File: config.mk
export PLATFORM = sky130hd
export DESIGN_NAME = sprite_actor_flat
export DESIGN_NICKNAME = d
export VERILOG_FILES = /design/src/rtl/sprite_actor_if.sv /design/src/rtl/sprite_actor.sv /design/src/flat_wrapper.sv
export SDC_FILE = /design/constraint.sdc
export NUM_CORES = 1
export LEC_CHECK = 0
export CAP_MARGIN = 15
export CORE_ASPECT_RATIO = 1.4
export CORE_MARGIN = 2
export CORE_UTILIZATION = 45
export CTS_CLUSTER_DIAMETER = 50
export DETAILED_ROUTE_END_ITERATION = 10
export PLACE_DENSITY = 0.67
export SLEW_MARGIN = 10
export SYNTH_ARGS = -nofsm -noshare
export SYNTH_HDL_FRONTEND = slang
export SYNTH_SLANG_ARGS = --single-unit
File: constraint.sdc
create_clock -name clock -period 3.4 [get_ports clock]
set_clock_uncertainty 0.05 [all_clocks]
set_input_delay 0.51 -clock clock [delete_from_list [all_inputs] [get_ports clock]]
set_output_delay 0.51 -clock clock [all_outputs]
set_load 0.02 [all_outputs]
File: src/rtl/sprite_actor_if.sv
`default_nettype none
// sprite_actor_if: user commands, sheet-memory port and pixel output of one sprite actor.
interface sprite_actor_if #(
  parameter int SPR_W = 16,
  parameter int SPR_H = 16,
  parameter int X_W   = 9,
  parameter int Y_W   = 8
);
  localparam int ADDR_W = $clog2(8 * SPR_W * 3 * SPR_H);

  logic              init;
  logic              c_attack;
  logic              c_up;
  logic              c_down;
  logic              c_left;
  logic              c_right;
  logic              reg_action;
  logic              apply_action;
  logic              draw;
  logic [1:0]        collision;
  logic [5:0]        sprite_colour;
  logic [ADDR_W-1:0] sprite_addr;
  logic [X_W-1:0]    x_pos;
  logic [Y_W-1:0]    y_pos;
  logic [X_W-1:0]    x_draw;
  logic [Y_W-1:0]    y_draw;
  logic [2:0]        direction;
  logic [2:0]        facing;
  logic              attacking;
  logic              VGA_write;
  logic              draw_done;

  modport master (
    output init, c_attack, c_up, c_down, c_left, c_right, reg_action, apply_action,
           draw, collision, sprite_colour,
    input  sprite_addr, x_pos, y_pos, x_draw, y_draw, direction, facing, attacking,
           VGA_write, draw_done
  );

  modport slave (
    input  init, c_attack, c_up, c_down, c_left, c_right, reg_action, apply_action,
           draw, collision, sprite_colour,
    output sprite_addr, x_pos, y_pos, x_draw, y_draw, direction, facing, attacking,
           VGA_write, draw_done
  );
endinterface
`default_nettype wire

File: src/rtl/sprite_actor.sv
`default_nettype none
// sprite_actor: moves/attacks an actor from user commands and rasters its sprite box
// out of an 8-cell-wide sheet memory, one pixel per cycle.
module sprite_actor #(
  parameter int         SPR_W      = 16,
  parameter int         SPR_H      = 16,
  parameter int         X_W        = 9,
  parameter int         Y_W        = 8,
  parameter int         STEP       = 1,
  parameter int         X_MIN      = 16,
  parameter int         X_MAX      = 303,
  parameter int         Y_MIN      = 16,
  parameter int         Y_MAX      = 223,
  parameter int         ATK_FRAMES = 8,
  parameter int         WALK_DIV   = 4,
  parameter logic [5:0] TRANSP     = 6'h3F,
  parameter int         INIT_X     = 16,
  parameter int         INIT_Y     = 96
) (
  input  wire logic     clock,
  input  wire logic     reset,
  sprite_actor_if.slave bus
);
  localparam int ADDR_W = $clog2(8 * SPR_W * 3 * SPR_H);
  localparam int PX_W   = $clog2(2 * SPR_W + 1);
  localparam int PY_W   = $clog2(2 * SPR_H + 1);
  localparam int AC_W   = $clog2(ATK_FRAMES + 1);
  localparam int WC_W   = $clog2(WALK_DIV + 1);

  localparam logic [2:0] ACT_NONE = 3'd0, ACT_ATTACK = 3'd1, ACT_UP = 3'd2,
                         ACT_DOWN = 3'd3, ACT_LEFT = 3'd4, ACT_RIGHT = 3'd5;
  localparam logic [2:0] F_UP = 3'd0, F_DOWN = 3'd1, F_LEFT = 3'd2, F_RIGHT = 3'd3;

  typedef enum logic [2:0] {S_IDLE, S_SCAN, S_FLUSH, S_DONE, S_WAIT} state_t;
  state_t state_q, state_d;

  logic              clr;
  logic [X_W-1:0]    x_q, x_d;
  logic [Y_W-1:0]    y_q, y_d;
  logic [2:0]        facing_q, facing_d, direction_q, cmd_d;
  logic              attacking_q, walk_frame_q, step_ok;
  logic [AC_W-1:0]   atk_cnt_q;
  logic [WC_W-1:0]   walk_cnt_q;
  logic [PX_W-1:0]   px_q, w_q, w_d;
  logic [PY_W-1:0]   py_q, h_q, h_d;
  logic [X_W-1:0]    x0_q, x0_d, xd_q;
  logic [Y_W-1:0]    y0_q, y0_d, yd_q;
  logic [ADDR_W-1:0] col0_q, col0_d, row0_q, row0_d;
  logic              valid_q, last_px, is_move, unused_collision;

  assign clr              = reset | bus.init;
  assign unused_collision = bus.collision[1];
  assign is_move          = (direction_q == ACT_UP) || (direction_q == ACT_DOWN) ||
                            (direction_q == ACT_LEFT) || (direction_q == ACT_RIGHT);
  assign last_px          = (px_q == w_q - PX_W'(1)) && (py_q == h_q - PY_W'(1));

  always_comb begin
    cmd_d = ACT_NONE;
    if      (bus.c_attack) cmd_d = ACT_ATTACK;
    else if (bus.c_up)     cmd_d = ACT_UP;
    else if (bus.c_down)   cmd_d = ACT_DOWN;
    else if (bus.c_left)   cmd_d = ACT_LEFT;
    else if (bus.c_right)  cmd_d = ACT_RIGHT;
  end

  // A step that would leave the bounds lands on the bound and does not count as a walk step.
  always_comb begin
    x_d      = x_q;
    y_d      = y_q;
    facing_d = facing_q;
    step_ok  = 1'b0;
    case (direction_q)
      ACT_UP: begin
        facing_d = F_UP;
        if (int'(y_q) - STEP >= Y_MIN) begin y_d = y_q - Y_W'(STEP); step_ok = 1'b1; end
        else y_d = Y_W'(Y_MIN);
      end
      ACT_DOWN: begin
        facing_d = F_DOWN;
        if (int'(y_q) + STEP <= Y_MAX) begin y_d = y_q + Y_W'(STEP); step_ok = 1'b1; end
        else y_d = Y_W'(Y_MAX);
      end
      ACT_LEFT: begin
        facing_d = F_LEFT;
        if (int'(x_q) - STEP >= X_MIN) begin x_d = x_q - X_W'(STEP); step_ok = 1'b1; end
        else x_d = X_W'(X_MIN);
      end
      ACT_RIGHT: begin
        facing_d = F_RIGHT;
        if (int'(x_q) + STEP <= X_MAX) begin x_d = x_q + X_W'(STEP); step_ok = 1'b1; end
        else x_d = X_W'(X_MAX);
      end
      default: ;
    endcase
  end

  always_ff @(posedge clock) begin
    if (clr) begin
      x_q          <= X_W'(INIT_X);
      y_q          <= Y_W'(INIT_Y);
      facing_q     <= F_DOWN;
      direction_q  <= ACT_NONE;
      attacking_q  <= 1'b0;
      atk_cnt_q    <= '0;
      walk_cnt_q   <= '0;
      walk_frame_q <= 1'b0;
    end else begin
      if (state_q == S_DONE && attacking_q) begin
        if (atk_cnt_q < AC_W'(2)) begin
          atk_cnt_q   <= '0;
          attacking_q <= 1'b0;
          direction_q <= ACT_NONE;
        end else begin
          atk_cnt_q <= atk_cnt_q - AC_W'(1);
        end
      end
      if (state_q == S_IDLE && !attacking_q) begin
        if (bus.reg_action) direction_q <= cmd_d;
        if (bus.apply_action && direction_q == ACT_ATTACK) begin
          attacking_q <= 1'b1;
          atk_cnt_q   <= AC_W'(ATK_FRAMES);
          direction_q <= ACT_ATTACK;
        end else if (bus.apply_action && is_move) begin
          facing_q <= facing_d;
          if (!bus.collision[0]) begin
            x_q <= x_d;
            y_q <= y_d;
            if (step_ok) begin
              if (walk_cnt_q == WC_W'(WALK_DIV - 1)) begin
                walk_cnt_q   <= '0;
                walk_frame_q <= ~walk_frame_q;
              end else begin
                walk_cnt_q <= walk_cnt_q + WC_W'(1);
              end
            end
          end
        end
      end
    end
  end

  // Box geometry and sheet cell origin, captured once when a pass starts.
  always_comb begin
    x0_d   = x_q;
    y0_d   = y_q;
    w_d    = PX_W'(SPR_W);
    h_d    = PY_W'(SPR_H);
    row0_d = '0;
    col0_d = ADDR_W'((2 * int'(facing_q) + int'(walk_frame_q)) * SPR_W);
    if (attacking_q) begin
      row0_d = ADDR_W'(SPR_H);
      col0_d = ADDR_W'(int'(facing_q) * 2 * SPR_W);
      case (facing_q)
        F_UP:    begin y0_d = y_q - Y_W'(SPR_H); h_d = PY_W'(2 * SPR_H); end
        F_DOWN:  h_d = PY_W'(2 * SPR_H);
        F_LEFT:  begin x0_d = x_q - X_W'(SPR_W); w_d = PX_W'(2 * SPR_W); end
        default: w_d = PX_W'(2 * SPR_W);
      endcase
    end
  end

  always_comb begin
    state_d = state_q;
    case (state_q)
      S_IDLE:  if (bus.draw) state_d = S_SCAN;
      S_SCAN:  if (!bus.draw) state_d = S_IDLE; else if (last_px) state_d = S_FLUSH;
      S_FLUSH: state_d = S_DONE;
      S_DONE:  state_d = S_WAIT;
      S_WAIT:  if (!bus.draw) state_d = S_IDLE;
      default: state_d = S_IDLE;
    endcase
  end

  always_ff @(posedge clock) begin
    if (clr) begin
      state_q <= S_IDLE;
      px_q    <= '0;
      py_q    <= '0;
      x0_q    <= '0;
      y0_q    <= '0;
      w_q     <= '0;
      h_q     <= '0;
      col0_q  <= '0;
      row0_q  <= '0;
      xd_q    <= '0;
      yd_q    <= '0;
      valid_q <= 1'b0;
    end else begin
      state_q <= state_d;
      valid_q <= (state_q == S_SCAN) && bus.draw;
      if (state_q == S_IDLE && bus.draw) begin
        px_q   <= '0;
        py_q   <= '0;
        x0_q   <= x0_d;
        y0_q   <= y0_d;
        w_q    <= w_d;
        h_q    <= h_d;
        col0_q <= col0_d;
        row0_q <= row0_d;
      end else if (state_q == S_SCAN) begin
        xd_q <= x0_q + X_W'(px_q);
        yd_q <= y0_q + Y_W'(py_q);
        if (px_q == w_q - PX_W'(1)) begin
          px_q <= '0;
          py_q <= py_q + PY_W'(1);
        end else begin
          px_q <= px_q + PX_W'(1);
        end
      end
    end
  end

  assign bus.sprite_addr = (state_q == S_SCAN)
                         ? (row0_q + ADDR_W'(py_q)) * ADDR_W'(8 * SPR_W) + col0_q + ADDR_W'(px_q)
                         : '0;
  assign bus.x_pos       = x_q;
  assign bus.y_pos       = y_q;
  assign bus.x_draw      = xd_q;
  assign bus.y_draw      = yd_q;
  assign bus.direction   = direction_q;
  assign bus.facing      = facing_q;
  assign bus.attacking   = attacking_q;
  assign bus.VGA_write   = valid_q && (bus.sprite_colour != TRANSP);
  assign bus.draw_done   = (state_q == S_DONE);
endmodule
`default_nettype wire

File: src/flat_wrapper.sv
// flat-port wrapper written by rule: the top's interface ports become plain ports
module sprite_actor_flat 
#(
  parameter int         SPR_W      = 16,
  parameter int         SPR_H      = 16,
  parameter int         X_W        = 9,
  parameter int         Y_W        = 8,
  parameter int         STEP       = 1,
  parameter int         X_MIN      = 16,
  parameter int         X_MAX      = 303,
  parameter int         Y_MIN      = 16,
  parameter int         Y_MAX      = 223,
  parameter int         ATK_FRAMES = 8,
  parameter int         WALK_DIV   = 4,
  parameter logic [5:0] TRANSP     = 6'h3F,
  parameter int         INIT_X     = 16,
  parameter int         INIT_Y     = 96
)
  (clock, reset, bus_init, bus_c_attack, bus_c_up, bus_c_down, bus_c_left, bus_c_right, bus_reg_action, bus_apply_action, bus_draw, bus_collision, bus_sprite_colour, bus_sprite_addr, bus_x_pos, bus_y_pos, bus_x_draw, bus_y_draw, bus_direction, bus_facing, bus_attacking, bus_VGA_write, bus_draw_done);
  sprite_actor_if #(.SPR_W(SPR_W), .SPR_H(SPR_H), .X_W(X_W), .Y_W(Y_W)) bus_i ();
  input  wire logic clock;
  input  wire logic reset;
  input wire logic [$bits(bus_i.init)-1:0] bus_init;
  input wire logic [$bits(bus_i.c_attack)-1:0] bus_c_attack;
  input wire logic [$bits(bus_i.c_up)-1:0] bus_c_up;
  input wire logic [$bits(bus_i.c_down)-1:0] bus_c_down;
  input wire logic [$bits(bus_i.c_left)-1:0] bus_c_left;
  input wire logic [$bits(bus_i.c_right)-1:0] bus_c_right;
  input wire logic [$bits(bus_i.reg_action)-1:0] bus_reg_action;
  input wire logic [$bits(bus_i.apply_action)-1:0] bus_apply_action;
  input wire logic [$bits(bus_i.draw)-1:0] bus_draw;
  input wire logic [$bits(bus_i.collision)-1:0] bus_collision;
  input wire logic [$bits(bus_i.sprite_colour)-1:0] bus_sprite_colour;
  output wire logic [$bits(bus_i.sprite_addr)-1:0] bus_sprite_addr;
  output wire logic [$bits(bus_i.x_pos)-1:0] bus_x_pos;
  output wire logic [$bits(bus_i.y_pos)-1:0] bus_y_pos;
  output wire logic [$bits(bus_i.x_draw)-1:0] bus_x_draw;
  output wire logic [$bits(bus_i.y_draw)-1:0] bus_y_draw;
  output wire logic [$bits(bus_i.direction)-1:0] bus_direction;
  output wire logic [$bits(bus_i.facing)-1:0] bus_facing;
  output wire logic [$bits(bus_i.attacking)-1:0] bus_attacking;
  output wire logic [$bits(bus_i.VGA_write)-1:0] bus_VGA_write;
  output wire logic [$bits(bus_i.draw_done)-1:0] bus_draw_done;
  assign bus_i.init = bus_init;
  assign bus_i.c_attack = bus_c_attack;
  assign bus_i.c_up = bus_c_up;
  assign bus_i.c_down = bus_c_down;
  assign bus_i.c_left = bus_c_left;
  assign bus_i.c_right = bus_c_right;
  assign bus_i.reg_action = bus_reg_action;
  assign bus_i.apply_action = bus_apply_action;
  assign bus_i.draw = bus_draw;
  assign bus_i.collision = bus_collision;
  assign bus_i.sprite_colour = bus_sprite_colour;
  assign bus_sprite_addr = bus_i.sprite_addr;
  assign bus_x_pos = bus_i.x_pos;
  assign bus_y_pos = bus_i.y_pos;
  assign bus_x_draw = bus_i.x_draw;
  assign bus_y_draw = bus_i.y_draw;
  assign bus_direction = bus_i.direction;
  assign bus_facing = bus_i.facing;
  assign bus_attacking = bus_i.attacking;
  assign bus_VGA_write = bus_i.VGA_write;
  assign bus_draw_done = bus_i.draw_done;
  sprite_actor #(.SPR_W(SPR_W), .SPR_H(SPR_H), .X_W(X_W), .Y_W(Y_W), .STEP(STEP), .X_MIN(X_MIN), .X_MAX(X_MAX), .Y_MIN(Y_MIN), .Y_MAX(Y_MAX), .ATK_FRAMES(ATK_FRAMES), .WALK_DIV(WALK_DIV), .TRANSP(TRANSP), .INIT_X(INIT_X), .INIT_Y(INIT_Y)) u_core (.clock(clock), .reset(reset), .bus(bus_i));
endmodule
* Yosys cells after proc, flatten, opt, wreduce, memory -nomap -nowiden
Cells that the tools add are included.
** Storage, ports and cells
- Register bits after elaboration :: 112
- Output and inout port bits :: 56
- Word-level logic and storage cells :: 145
** Cells by class
- Muxes and demuxes :: 48
- Reductions and logical operators :: 27
- Equal/unequal tests :: 18
- Add/subtract/negate cells :: 22
- $lt $le $gt $ge :: 5
- Bitwise logic cells :: 5
** Operators with widths (count)
- greater-or-equal comparator 32 x 6 -> 1 bit, second input constant :: 2
- 2-to-1 mux 3 bit :: 15
- 2-to-1 mux 9 bit :: 4
- less-or-equal comparator 32 x 10 -> 1 bit, second input constant :: 1
- less-or-equal comparator 32 x 9 -> 1 bit, second input constant :: 1
- 2-to-1 mux 8 bit :: 4
- 2-to-1 mux 6 bit :: 5
- 2-to-1 mux 13 bit :: 2
- == test 3 x 2 -> 1 bit, second input constant :: 6
- case mux 9 bit (2 select lines) :: 1
- 2-to-1 mux 4 bit :: 4
- case mux 8 bit (2 select lines) :: 1
- case mux 3 bit (5 select lines) :: 1
- AND reduction 5 bit :: 3
- adder 13 bit :: 1
- adder 13 x 6 -> 13 bit :: 1
- adder 6 x 1 -> 6 bit, second input constant :: 2
- == test 6 bit :: 2
- case mux 3 bit (4 select lines) :: 1
- subtractor 6 x 1 -> 6 bit, second input constant :: 2
- adder 9 x 1 -> 10 bit, second input constant :: 1
- subtractor 9 x 1 -> 10 bit, second input constant :: 1
- adder 8 x 1 -> 9 bit, second input constant :: 1
- adder 9 x 1 -> 9 bit, second input constant :: 1
- other kinds (34) :: 62

* Depth between registers and ports, before layout
Gate-level depths: netlist (run 1).
- Depth in word-level cells :: 8
- Depth in mapped cells :: 10
- Depth with buffers taken out :: 10

* Worst setup path after synthesis (run 1)
No wires, ideal clock.
- Path type :: reg2reg
- From :: reg u_core.y_q[4] (netlist: u_core.bus.y_pos[4])
- To :: reg u_core.walk_frame_q
- Buffers on the path :: 1
- Stages on the path, launching flop included :: 11
- Data required time :: 3.280 ns
- Setup time :: 0.070 ns
- Arrival time :: 2.534 ns
- Period minus slack after synthesis :: 2.654 ns
- Slack :: 0.746 ns
- Cell sequence :: dfxtp_1 clkbuf_1 inv_1 ha_1 nand4bb_1 nor2_1 o41ai_1 o21ai_0 o221a_2 or3_1 a21oi_1
** Between the ends
- Longest elaborated chain between the ends :: 5
- Elaborated cells between the ends (all ways) :: 8
- Classes of those cells :: 2 x add/sub; 2 x order compare; 3 x mux; 1 x reduce/logical
** Ends and longest elaborated chain
- start: declaration :: line sprite_actor.sv:39 : logic [Y_W-1:0] y_q, y_d;
- start signal: assignment :: line sprite_actor.sv:100 : y_q <= Y_W'(INIT_Y);
- start signal: assignment :: line sprite_actor.sv:127 : y_q <= y_d;
- adder 8 x 1 -> 9 bit / subtractor 8 x 1 -> 9 bit (equally long branches) :: line sprite_actor.sv:80, sprite_actor.sv:75
- less-or-equal comparator 32 x 9 -> 1 bit / greater-or-equal comparator 32 x 6 -> 1 bit (equally long branches) :: line sprite_actor.sv:80, sprite_actor.sv:75
- 2-to-1 mux 1 bit (on tied branches) :: line sprite_actor.sv:80, sprite_actor.sv:75
- case mux 1 bit (4 select lines) * :: line sprite_actor.sv:72 : case (direction_q)
- AND reduction 6 bit (no line) *
- end signal: assignment :: line sprite_actor.sv:131 : walk_frame_q <= ~walk_frame_q;
- end: declaration :: line sprite_actor.sv:41 : logic attacking_q, walk_frame_q, step_ok;
Every way passes the cells marked *; elsewhere a longest branch is shown, timed or not.
A chain may end at the register's enable or synchronous reset.

* Final worst setup path (run 1)
- From :: reg u_core.y_q[1] (netlist: u_core.bus.y_pos[1])
- To :: reg u_core.walk_cnt_q[0]
** Between the ends
- Longest elaborated chain between the ends :: 5
- Elaborated cells between the ends (all ways) :: 8
- Classes of those cells :: 2 x add/sub; 2 x order compare; 3 x mux; 1 x reduce/logical
** Ends and longest elaborated chain
- adder 8 x 1 -> 9 bit / subtractor 8 x 1 -> 9 bit (equally long branches) :: line sprite_actor.sv:80, sprite_actor.sv:75
- less-or-equal comparator 32 x 9 -> 1 bit / greater-or-equal comparator 32 x 6 -> 1 bit (equally long branches) :: line sprite_actor.sv:80, sprite_actor.sv:75
- 2-to-1 mux 1 bit (on tied branches) :: line sprite_actor.sv:80, sprite_actor.sv:75
- case mux 1 bit (4 select lines) * :: line sprite_actor.sv:72
- AND reduction 5 bit (no line) *
- end signal: assignment :: line sprite_actor.sv:133 : walk_cnt_q <= walk_cnt_q + WC_W'(1);
- end: declaration :: line sprite_actor.sv:43 : logic [WC_W-1:0] walk_cnt_q;
Marked as above.

==> tab_implementation.tex, run 1 <==
\begin{tabular}{lr}
\hline
Metric & Value \\
\hline
\multicolumn{2}{l}{\textbf{Power and ir drop}} \\
Maximum vdd ir drop & 228.9 µV \\
Reported net switching power & 499.4 µW \\
Switching Fraction & 0.2274 \\
Clock share of power & 0.454 \\
Cell Pwr Density & 333.6 nW/µm² \\
Combinational power share & 0.061 \\
Static Leak & 0.002321 µW \\
Int Pwr & 1696 µW \\
Sequential Power Share & 0.485 \\
\multicolumn{2}{l}{\textbf{Routing}} \\
Routed len/inst & 15.34 µm \\
Total routed wirelength & 13.91 mm \\
Antenna Violating Nets Remaining & 0 \\
Count of vias placed by the detailed router & 5124 \\
Routed vias/inst & 5.649 \\
First-pass DRT Iterations & 5 \\
DRC viols & 0 \\
Iteration-0 DRC count of the detailed router & 229 \\
\multicolumn{2}{l}{\textbf{Timing}} \\
Worst hold-check slack & 0.3965 ns \\
Final critical delay including setup and external delays & 3.097 ns \\
Relative slew margins & 0.5491 \\
Setup Total Neg Slack & 0 ns \\
Slew at the pin with the worst max-slew slack & 0.6723 ns \\
Count of final hold-check violations & 0 \\
Setup repair after global routing missed its margin & no \\
Maximum operating frequency & 322.8 MHz \\
Pins over their slew limit & 0 \\
Tcrit/Tclk final & 0.9110 \\
Final setup fails & 0 \\
\multicolumn{2}{l}{\textbf{Place}} \\
Weighted congestion at the end of routability-driven global placement & 0.9244 \\
Buffers added on ports & 72 \\
Detail Placement HPWL & 10.18 mm \\
\multicolumn{2}{l}{\textbf{Clock tree}} \\
Buffer levels on the longest clock path & 2 \\
Post-CTS setup buffers & 0 \\
Number of hold buffers added after cts & 0 \\
\# resized after CTS & 0 \\
Root Buffer & clkbuf\_16 \\
Number of buffers added by the clock tree synthesis step & 9 \\
Clock tree from TritonCTS & yes \\
TritonCTS sink count & 89 \\
Clock insertion delay at the later pin of the skew report & 0.34 ns \\
H-tree levels & 3 \\
Clock-pin slew reported for the worst setup and hold paths after clock tree synthesis & 0.06 ns \\
\multicolumn{2}{l}{\textbf{Floorplan}} \\
Die outline height & 135.1 µm \\
Starting utilization of the core area & 0.4650 \\
Placeable Area & 11880 µm² \\
Total die area & 13190 µm² \\
Number of I/O pins & 75 \\
Chip width & 97.64 µm \\
Row Count & 47 \\
\multicolumn{2}{l}{\textbf{Layout}} \\
Final Util & 0.5540 \\
Fraction of final layout cells sized beyond drive strength 1 & 0.06184 \\
Storage cell area & 1782 µm² \\
Area of combinational cells with multiple inputs & 3385 µm² \\
NumNets Final & 805 \\
Final-layout fill cell count & 1164 \\
Number of antenna repair diodes & 0 \\
Area Growth Syn to Fin & 19.14\% \\
\multicolumn{2}{l}{\textbf{Hold path}} \\
Hold Crit Class & flip-flop to flip-flop \\
\multicolumn{2}{l}{\textbf{Yosys}} \\
Synthesized Nets & 762 \\
Dominant synthesized flop cell & dfxtp\_1 \\
Proportion of register bits with asynchronous set or reset after synthesis & 0 \\
Combined area of all synthesized cells & 5524 µm² \\
Dominant combinational cell family by area after synthesis & simple AND/OR/NAND/NOR gates \\
Mean post-synth cell area & 7.748 µm² \\
Yosys warnings & 0 \\
XOR/XNOR share of the synthesized area & 0.06501 \\
Number of distinct standard cells referenced by the synthesized netlist & 69 \\
Simple-gate portion of the synthesized area & 0.2530 \\
Post-synthesis compound-gate area fraction & 0.2091 \\
Yosys reg bits & 89 \\
Adder and majority cell fraction of the synthesized area & 0.07203 \\
Synthesized instance count & 713 \\
Post-synthesis mux area share & 0.01291 \\
Portion of the post-synthesis area used by sequential elements & 0.3225 \\
EDFF count, synth & 0 \\
\multicolumn{2}{l}{\textbf{Critical path}} \\
Type of the worst setup path & flip-flop to flip-flop \\
Data required time of the worst path & 3.61 ns \\
Type of destination of the critical path & flip-flop \\
Series of cell instances along the critical path & inv\_1 -> ha\_1 -> nor3b\_1 -> nor4b\_1 -> o41ai\_1 -> o21ai\_0 -> o221a\_2 -> nor3\_2 -> mux2i\_1 \\
Type of element launching the critical path & flip-flop \\
Dominant delay contributor by cell family on the critical path & simple AND/OR/NAND/NOR gates \\
CP max stage delay & 0.56 ns \\
R2R Setup Slk & 0.30 ns \\
Critical Path AT & 3.31 ns \\
Critical path's slowest cell & o41ai\_1 \\
Critical path buffer and inverter count & 1 \\
Worst-path maximum fanout & 9 \\
\multicolumn{2}{l}{\textbf{Run status}} \\
Status & finished clean \\
\multicolumn{2}{l}{\textbf{GRT}} \\
Initial antenna violation count & 0 \\
Aggregate global-route resource usage & 0.2119 \\
Via count of the first global-routing pass & 4925 \\
Wire length of the first global-routing pass & 23.30 mm \\
Pin count of the biggest net entering global routing & 29 \\
Remaining global-route overflow & 0 \\
\multicolumn{2}{l}{\textbf{Flow run}} \\
Total of max-cap violations & 0 \\
\hline
\end{tabular}
==> worst register-to-register path, stage by stage (launching register included) <==
cell	delay, ns
dfxtp_1	0.41
inv_1	0.12
ha_1	0.22
nor3b_1	0.54
nor4b_1	0.17
o41ai_1	0.56
o21ai_0	0.14
o221a_2	0.27
nor3_2	0.31
mux2i_1	0.23
==> worst paths after layout <==
kind / startpoint / cells past startpoint / end
worst max register to register: u_core.bus.y_pos[1]$_SDFFE_PP0P_ / 9 / u_core.walk_cnt_q[0]$_SDFFE_PP0P_
worst min-delay path: u_core.walk_cnt_q[2]$_SDFFE_PP0P_ / 2 / u_core.walk_cnt_q[2]$_SDFFE_PP0P_
worst max-delay path: u_core.bus.y_pos[1]$_SDFFE_PP0P_ / 9 / u_core.walk_cnt_q[0]$_SDFFE_PP0P_
worst min register to register: u_core.walk_cnt_q[2]$_SDFFE_PP0P_ / 2 / u_core.walk_cnt_q[2]$_SDFFE_PP0P_
==> per-stage QoR <==
stage	area, µm²	power, µW	worst slack (ns)	std cells
finish	6581	2196	0.3026	907
global route	6581	2277	0.06158	907
CTS	6581	2224	0.3133	907
detailed placement	6286	1223	0.3381	892
global placement	6286	1221	0.4328	892
floorplan	5524	1165	0.7459	713
==> metal layers <==
| metal | part of all wire | wire length [µm] | global-route usage | vias to the layer above |
|---|---|---|---|---|
| met3 | 0.034 | 479 | 0.03002 | 29 |
| met5 | 0 | 0 | 0 | - |
| met2 | 0.49 | 6830 | 0.3659 | 113 |
| li1 | - | - | - | 2586 |
| met4 | 0.026 | 360 | 0.08025 | 0 |
| met1 | 0.45 | 6242 | 0.2683 | 2396 |
==> layout make-up <==
type / count / area share
Inverter: 30 / 0.01711
Sequential cell: 89 / 0.2707
Timing Repair Buffer: 84 / 0.1251
Multi-Input combinational cell: 542 / 0.5143
Clock inverter: 4 / 0.007985
Tap cell: 147 / 0.02795
Clock buffer: 11 / 0.03688
==> power by group through the flow <==
stage / Sequential (µW) / Combinational [µW] / Clock (µW)
floorplan: 1090 / 78.7 / 0
global placement: 1090 / 132 / 0
detailed placement: 1090 / 134 / 0
CTS: 1070 / 135 / 1020
global route: 1070 / 150 / 1060
finish: 1070 / 134 / 996
==> layout by cell type, fill, tap and decap left out, types with 4 or more instances in the layout <==
cell type and count:
nand2_1 100, nor2b_1 6, a22oi_1 4, and2_1 10, o21ai_0 30, nor3_1 14, or2_2 4, nand3_1 22
nor2_1 67, a211oi_1 15, xor2_1 15, dfxtp_1 89, a31oi_1 6, nand3b_1 8, o22ai_1 5, nand4_1 5
a221oi_1 4, mux2i_1 6, o41ai_1 4, ha_1 27, xnor2_1 26, clkbuf_16 9, or3_1 10, inv_1 30
o211ai_1 8, buf_4 11, clkdlybuf4s50_1 72, a21oi_1 64, and3_1 10, nand2b_1 8, o21a_1 4, a21o_1 6
==> kinds of logic after synthesis <==
logic type	after synthesis
simple gates	285
compound gates	178
flops	89
buf+inv	82
xor+xnor	41
fa+ha+maj	30
mux	7
other cells	1
==> state kept, by name, indices dropped and copies added, names as in the netlist, 4 cells and up <==
signal and cells:
u_core.atk_cnt_q 4, u_core.bus.x_draw 9, u_core.bus.x_pos 9, u_core.bus.y_draw 8, u_core.bus.y_pos 8, u_core.px_q 6, u_core.py_q 6, u_core.x0_q 9
u_core.y0_q 8
==> cell usage after synthesis, drive strengths merged (5+ instances only) <==
library cell / n / area share
nand3b: 8 / 0.011
buf: 14 / 0.019
nand4: 5 / 0.0057
a31oi: 6 / 0.0068
inv: 30 / 0.020
xnor2: 26 / 0.041
a211oi: 15 / 0.020
a21oi: 64 / 0.058
o22ai: 5 / 0.0057
xor2: 15 / 0.024
dfxtp: 89 / 0.32
nand3: 22 / 0.020
mux2i: 6 / 0.011
nand2b: 8 / 0.0091
nor2b: 6 / 0.0068
nor2: 67 / 0.046
nand2: 100 / 0.068
and2: 10 / 0.011
nor3: 16 / 0.016
and3: 10 / 0.011
ha: 27 / 0.061
clkbuf: 38 / 0.026
a21o: 6 / 0.0082
o21ai: 31 / 0.029
or3: 11 / 0.013
o211ai: 8 / 0.011
Power figures use the tool's default switching activity.
==> inputs of run 2 (changes only) <==
--- a/config.mk
+++ b/config.mk
@@ -5,11 +5,12 @@
 export SDC_FILE = /design/constraint.sdc
 export NUM_CORES = 1
 export LEC_CHECK = 0
-export CAP_MARGIN = 15
+export CAP_MARGIN = 20
 export CORE_ASPECT_RATIO = 1.4
 export CORE_MARGIN = 2
 export CORE_UTILIZATION = 45
-export CTS_CLUSTER_DIAMETER = 50
+export CTS_BUF_LIST = sky130_fd_sc_hd__clkbuf_8 sky130_fd_sc_hd__clkbuf_16
+export CTS_CLUSTER_DIAMETER = 60
 export DETAILED_ROUTE_END_ITERATION = 10
 export PLACE_DENSITY = 0.67
 export SLEW_MARGIN = 10
==> run 2 against run 1 <==
Effect of this change:
- critical path type unchanged
- critical path depth is the same
- clock-buffer cell count down 1
- core utilization unchanged
- global-route usage did not move
- sequential share of layout area did not move
- register-to-register slack hardly changed
- sequential power about the same
==> tab_implementation.tex, run 2 (same netlist as run 1, synthesis figures left out) <==
\begin{tabular}{lr}
\hline
Metric & Value \\
\hline
\multicolumn{2}{l}{\textbf{Floorplan}} \\
Die outline height & 135.1 µm \\
Chip width & 97.64 µm \\
Placeable Area & 11880 µm² \\
Total die area & 13190 µm² \\
Number of I/O pins & 75 \\
Row Count & 47 \\
Starting utilization of the core area & 0.4650 \\
\multicolumn{2}{l}{\textbf{Layout}} \\
Final-layout fill cell count & 1164 \\
Commonest non-fill, non-tap cell in the layout & nand2\_1 \\
Most used cells in the layout excluding fill and tap cells & nand2\_1, dfxtp\_1, clkdlybuf4s50\_1 \\
Number of antenna repair diodes & 0 \\
Fraction of final layout cells sized beyond drive strength 1 & 0.06184 \\
Area Growth Syn to Fin & 19.14\% \\
NumNets Final & 805 \\
\multicolumn{2}{l}{\textbf{Routing}} \\
DRC viols & 0 \\
First-pass DRT Iterations & 5 \\
Count of vias placed by the detailed router & 5164 \\
Routed len/inst & 15.34 µm \\
Antenna Violating Nets Remaining & 0 \\
Total routed wirelength & 13.92 mm \\
Routed vias/inst & 5.693 \\
Iteration-0 DRC count of the detailed router & 225 \\
\multicolumn{2}{l}{\textbf{Run status}} \\
Status & finished clean \\
\multicolumn{2}{l}{\textbf{Clock tree}} \\
Buffer levels on the longest clock path & 2 \\
Root Buffer & clkbuf\_16 \\
Number of hold buffers added after cts & 0 \\
Clock-pin slew reported for the worst setup and hold paths after clock tree synthesis & 0.06 ns \\
Clock tree from TritonCTS & yes \\
TritonCTS sink count & 89 \\
Number of buffers added by the clock tree synthesis step & 9 \\
Clock insertion delay at the later pin of the skew report & 0.33 ns \\
H-tree levels & 3 \\
Post-CTS setup buffers & 0 \\
\# resized after CTS & 0 \\
\multicolumn{2}{l}{\textbf{GRT}} \\
Via count of the first global-routing pass & 4926 \\
Remaining global-route overflow & 0 \\
Global-route met3 utilization & 0.03002 \\
Wire length of the first global-routing pass & 23.31 mm \\
Initial antenna violation count & 0 \\
Global-route track usage on met2 & 0.3659 \\
Pin count of the biggest net entering global routing & 29 \\
Most crowded layer after global routing & met2 \\
Met1 Resource Use GR & 0.2683 \\
Aggregate global-route resource usage & 0.2119 \\
\multicolumn{2}{l}{\textbf{Place}} \\
Weighted congestion at the end of routability-driven global placement & 0.9244 \\
Buffers added on ports & 72 \\
Detail Placement HPWL & 10.18 mm \\
Worst slack, placed & 0.3381 ns \\
\multicolumn{2}{l}{\textbf{Power and ir drop}} \\
Cell Pwr Density & 333.1 nW/µm² \\
Maximum vdd ir drop & 228.9 µV \\
Static Leak & 0.002325 µW \\
\multicolumn{2}{l}{\textbf{Timing}} \\
Final critical delay including setup and external delays & 3.095 ns \\
Final setup margin & 0.3049 ns \\
Pins over their slew limit & 0 \\
Worst hold-check slack & 0.3965 ns \\
Setup repair after global routing missed its margin & no \\
Tcrit/Tclk final & 0.9103 \\
Count of final hold-check violations & 0 \\
Relative slew margins & 0.5492 \\
Setup Total Neg Slack & 0 ns \\
Slew at the pin with the worst max-slew slack & 0.6722 ns \\
Final setup fails & 0 \\
Maximum operating frequency & 323.1 MHz \\
\multicolumn{2}{l}{\textbf{Critical path}} \\
Worst-case reg-to-reg path depth & 9 \\
R2R Setup Slk & 0.30 ns \\
R2r startpoint & u\_core.bus.y\_pos[1]\$\_SDFFE\_PP0P\_ \\
Type of the worst setup path & flip-flop to flip-flop \\
CP max stage delay & 0.56 ns \\
Worst-path maximum fanout & 9 \\
Critical path's slowest cell & o41ai\_1 \\
Data required time of the worst path & 3.61 ns \\
Series of cell instances along the critical path & inv\_1 -> ha\_1 -> nor3b\_1 -> nor4b\_1 -> o41ai\_1 -> o21ai\_0 -> o221a\_2 -> nor3\_2 -> mux2i\_1 \\
Type of element launching the critical path & flip-flop \\
Critical Path AT & 3.31 ns \\
Endpoint of the lowest-slack register-to-register path & u\_core.walk\_cnt\_q[0]\$\_SDFFE\_PP0P\_ \\
Type of destination of the critical path & flip-flop \\
\multicolumn{2}{l}{\textbf{Hold path}} \\
Number of cells on the worst hold path & 2 \\
Hold Crit Class & flip-flop to flip-flop \\
Worst min-delay path endpoint & u\_core.walk\_cnt\_q[2]\$\_SDFFE\_PP0P\_ \\
Hold path start & u\_core.walk\_cnt\_q[2]\$\_SDFFE\_PP0P\_ \\
\multicolumn{2}{l}{\textbf{Flow run}} \\
Total of max-cap violations & 0 \\
\hline
\end{tabular}
-- run 2: cell types whose count changed in the layout (fill, tap and decap cells not counted) --
cell	previous run	this run
inv_1	30	31
clkbuf_1	1	0
-- run 2: worst max-delay path by stage --
stage / startpoint / end / cells after the start
final: u_core.bus.y_pos[1]$_SDFFE_PP0P_ / u_core.walk_cnt_q[0]$_SDFFE_PP0P_ / 9
after global routing: u_core.bus.y_pos[1]$_SDFFE_PP0P_ / u_core.walk_cnt_q[0]$_SDFFE_PP0P_ / 9
after CTS: u_core.bus.y_pos[1]$_SDFFE_PP0P_ / u_core.walk_cnt_q[0]$_SDFFE_PP0P_ / 9
after detailed placement: u_core.bus.y_pos[1]$_SDFFE_PP0P_ / u_core.walk_cnt_q[0]$_SDFFE_PP0P_ / 9
after global placement: u_core.bus.y_pos[1]$_SDFFE_PP0P_ / u_core.walk_frame_q$_SDFFE_PP0P_ / 9
after floorplan: u_core.bus.y_pos[4]$_SDFFE_PP0P_ / u_core.walk_frame_q$_SDFFE_PP0P_ / 10
-- run 2: power by group --
group	total (µW)	switching (µW)	internal, µW
clock network	992	407	586
registers	1070	13.0	1050
logic	134	79.0	55.1
total	2190	499	1690
-- run 2: layout make-up --
cell class / instances / area (µm²) / area share
Clock inverter: 5 / 56.30 / 0.008555
Tap cell: 147 / 183.9 / 0.02795
Inverter: 30 / 112.6 / 0.01711
Timing Repair Buffer: 84 / 823.3 / 0.1251
Sequential cell: 89 / 1782 / 0.2707
Clock buffer: 10 / 239.0 / 0.03631
Multi-Input combinational cell: 542 / 3385 / 0.5143
-- run 2: worst max-delay path, delay by kind of cell (launching register included) --
family / cells / cell delay [ns]
flops: 1 / 0.41
fa+ha+maj: 1 / 0.22
mux: 1 / 0.23
compound gates: 3 / 0.97
simple gates: 3 / 1.02
buf+inv: 1 / 0.12
-- run 2: routing by layer --
layer / up-vias / part of all wire
li1: 2586 / -
met1: 2416 / 0.44
met2: 132 / 0.49
met3: 30 / 0.040
met4: 0 / 0.027
met5: - / 0
-- run 2: through the flow --
step / instances / utilization / area [µm²] / power, µW
floorplan: 713 / - / 5524 / 1165
global placement: 892 / 0.5292 / 6286 / 1221
detailed placement: 892 / 0.5292 / 6286 / 1223
global route: 907 / 0.5540 / 6581 / 2274
CTS: 907 / 0.5540 / 6581 / 2221
finish: 907 / 0.5540 / 6581 / 2192
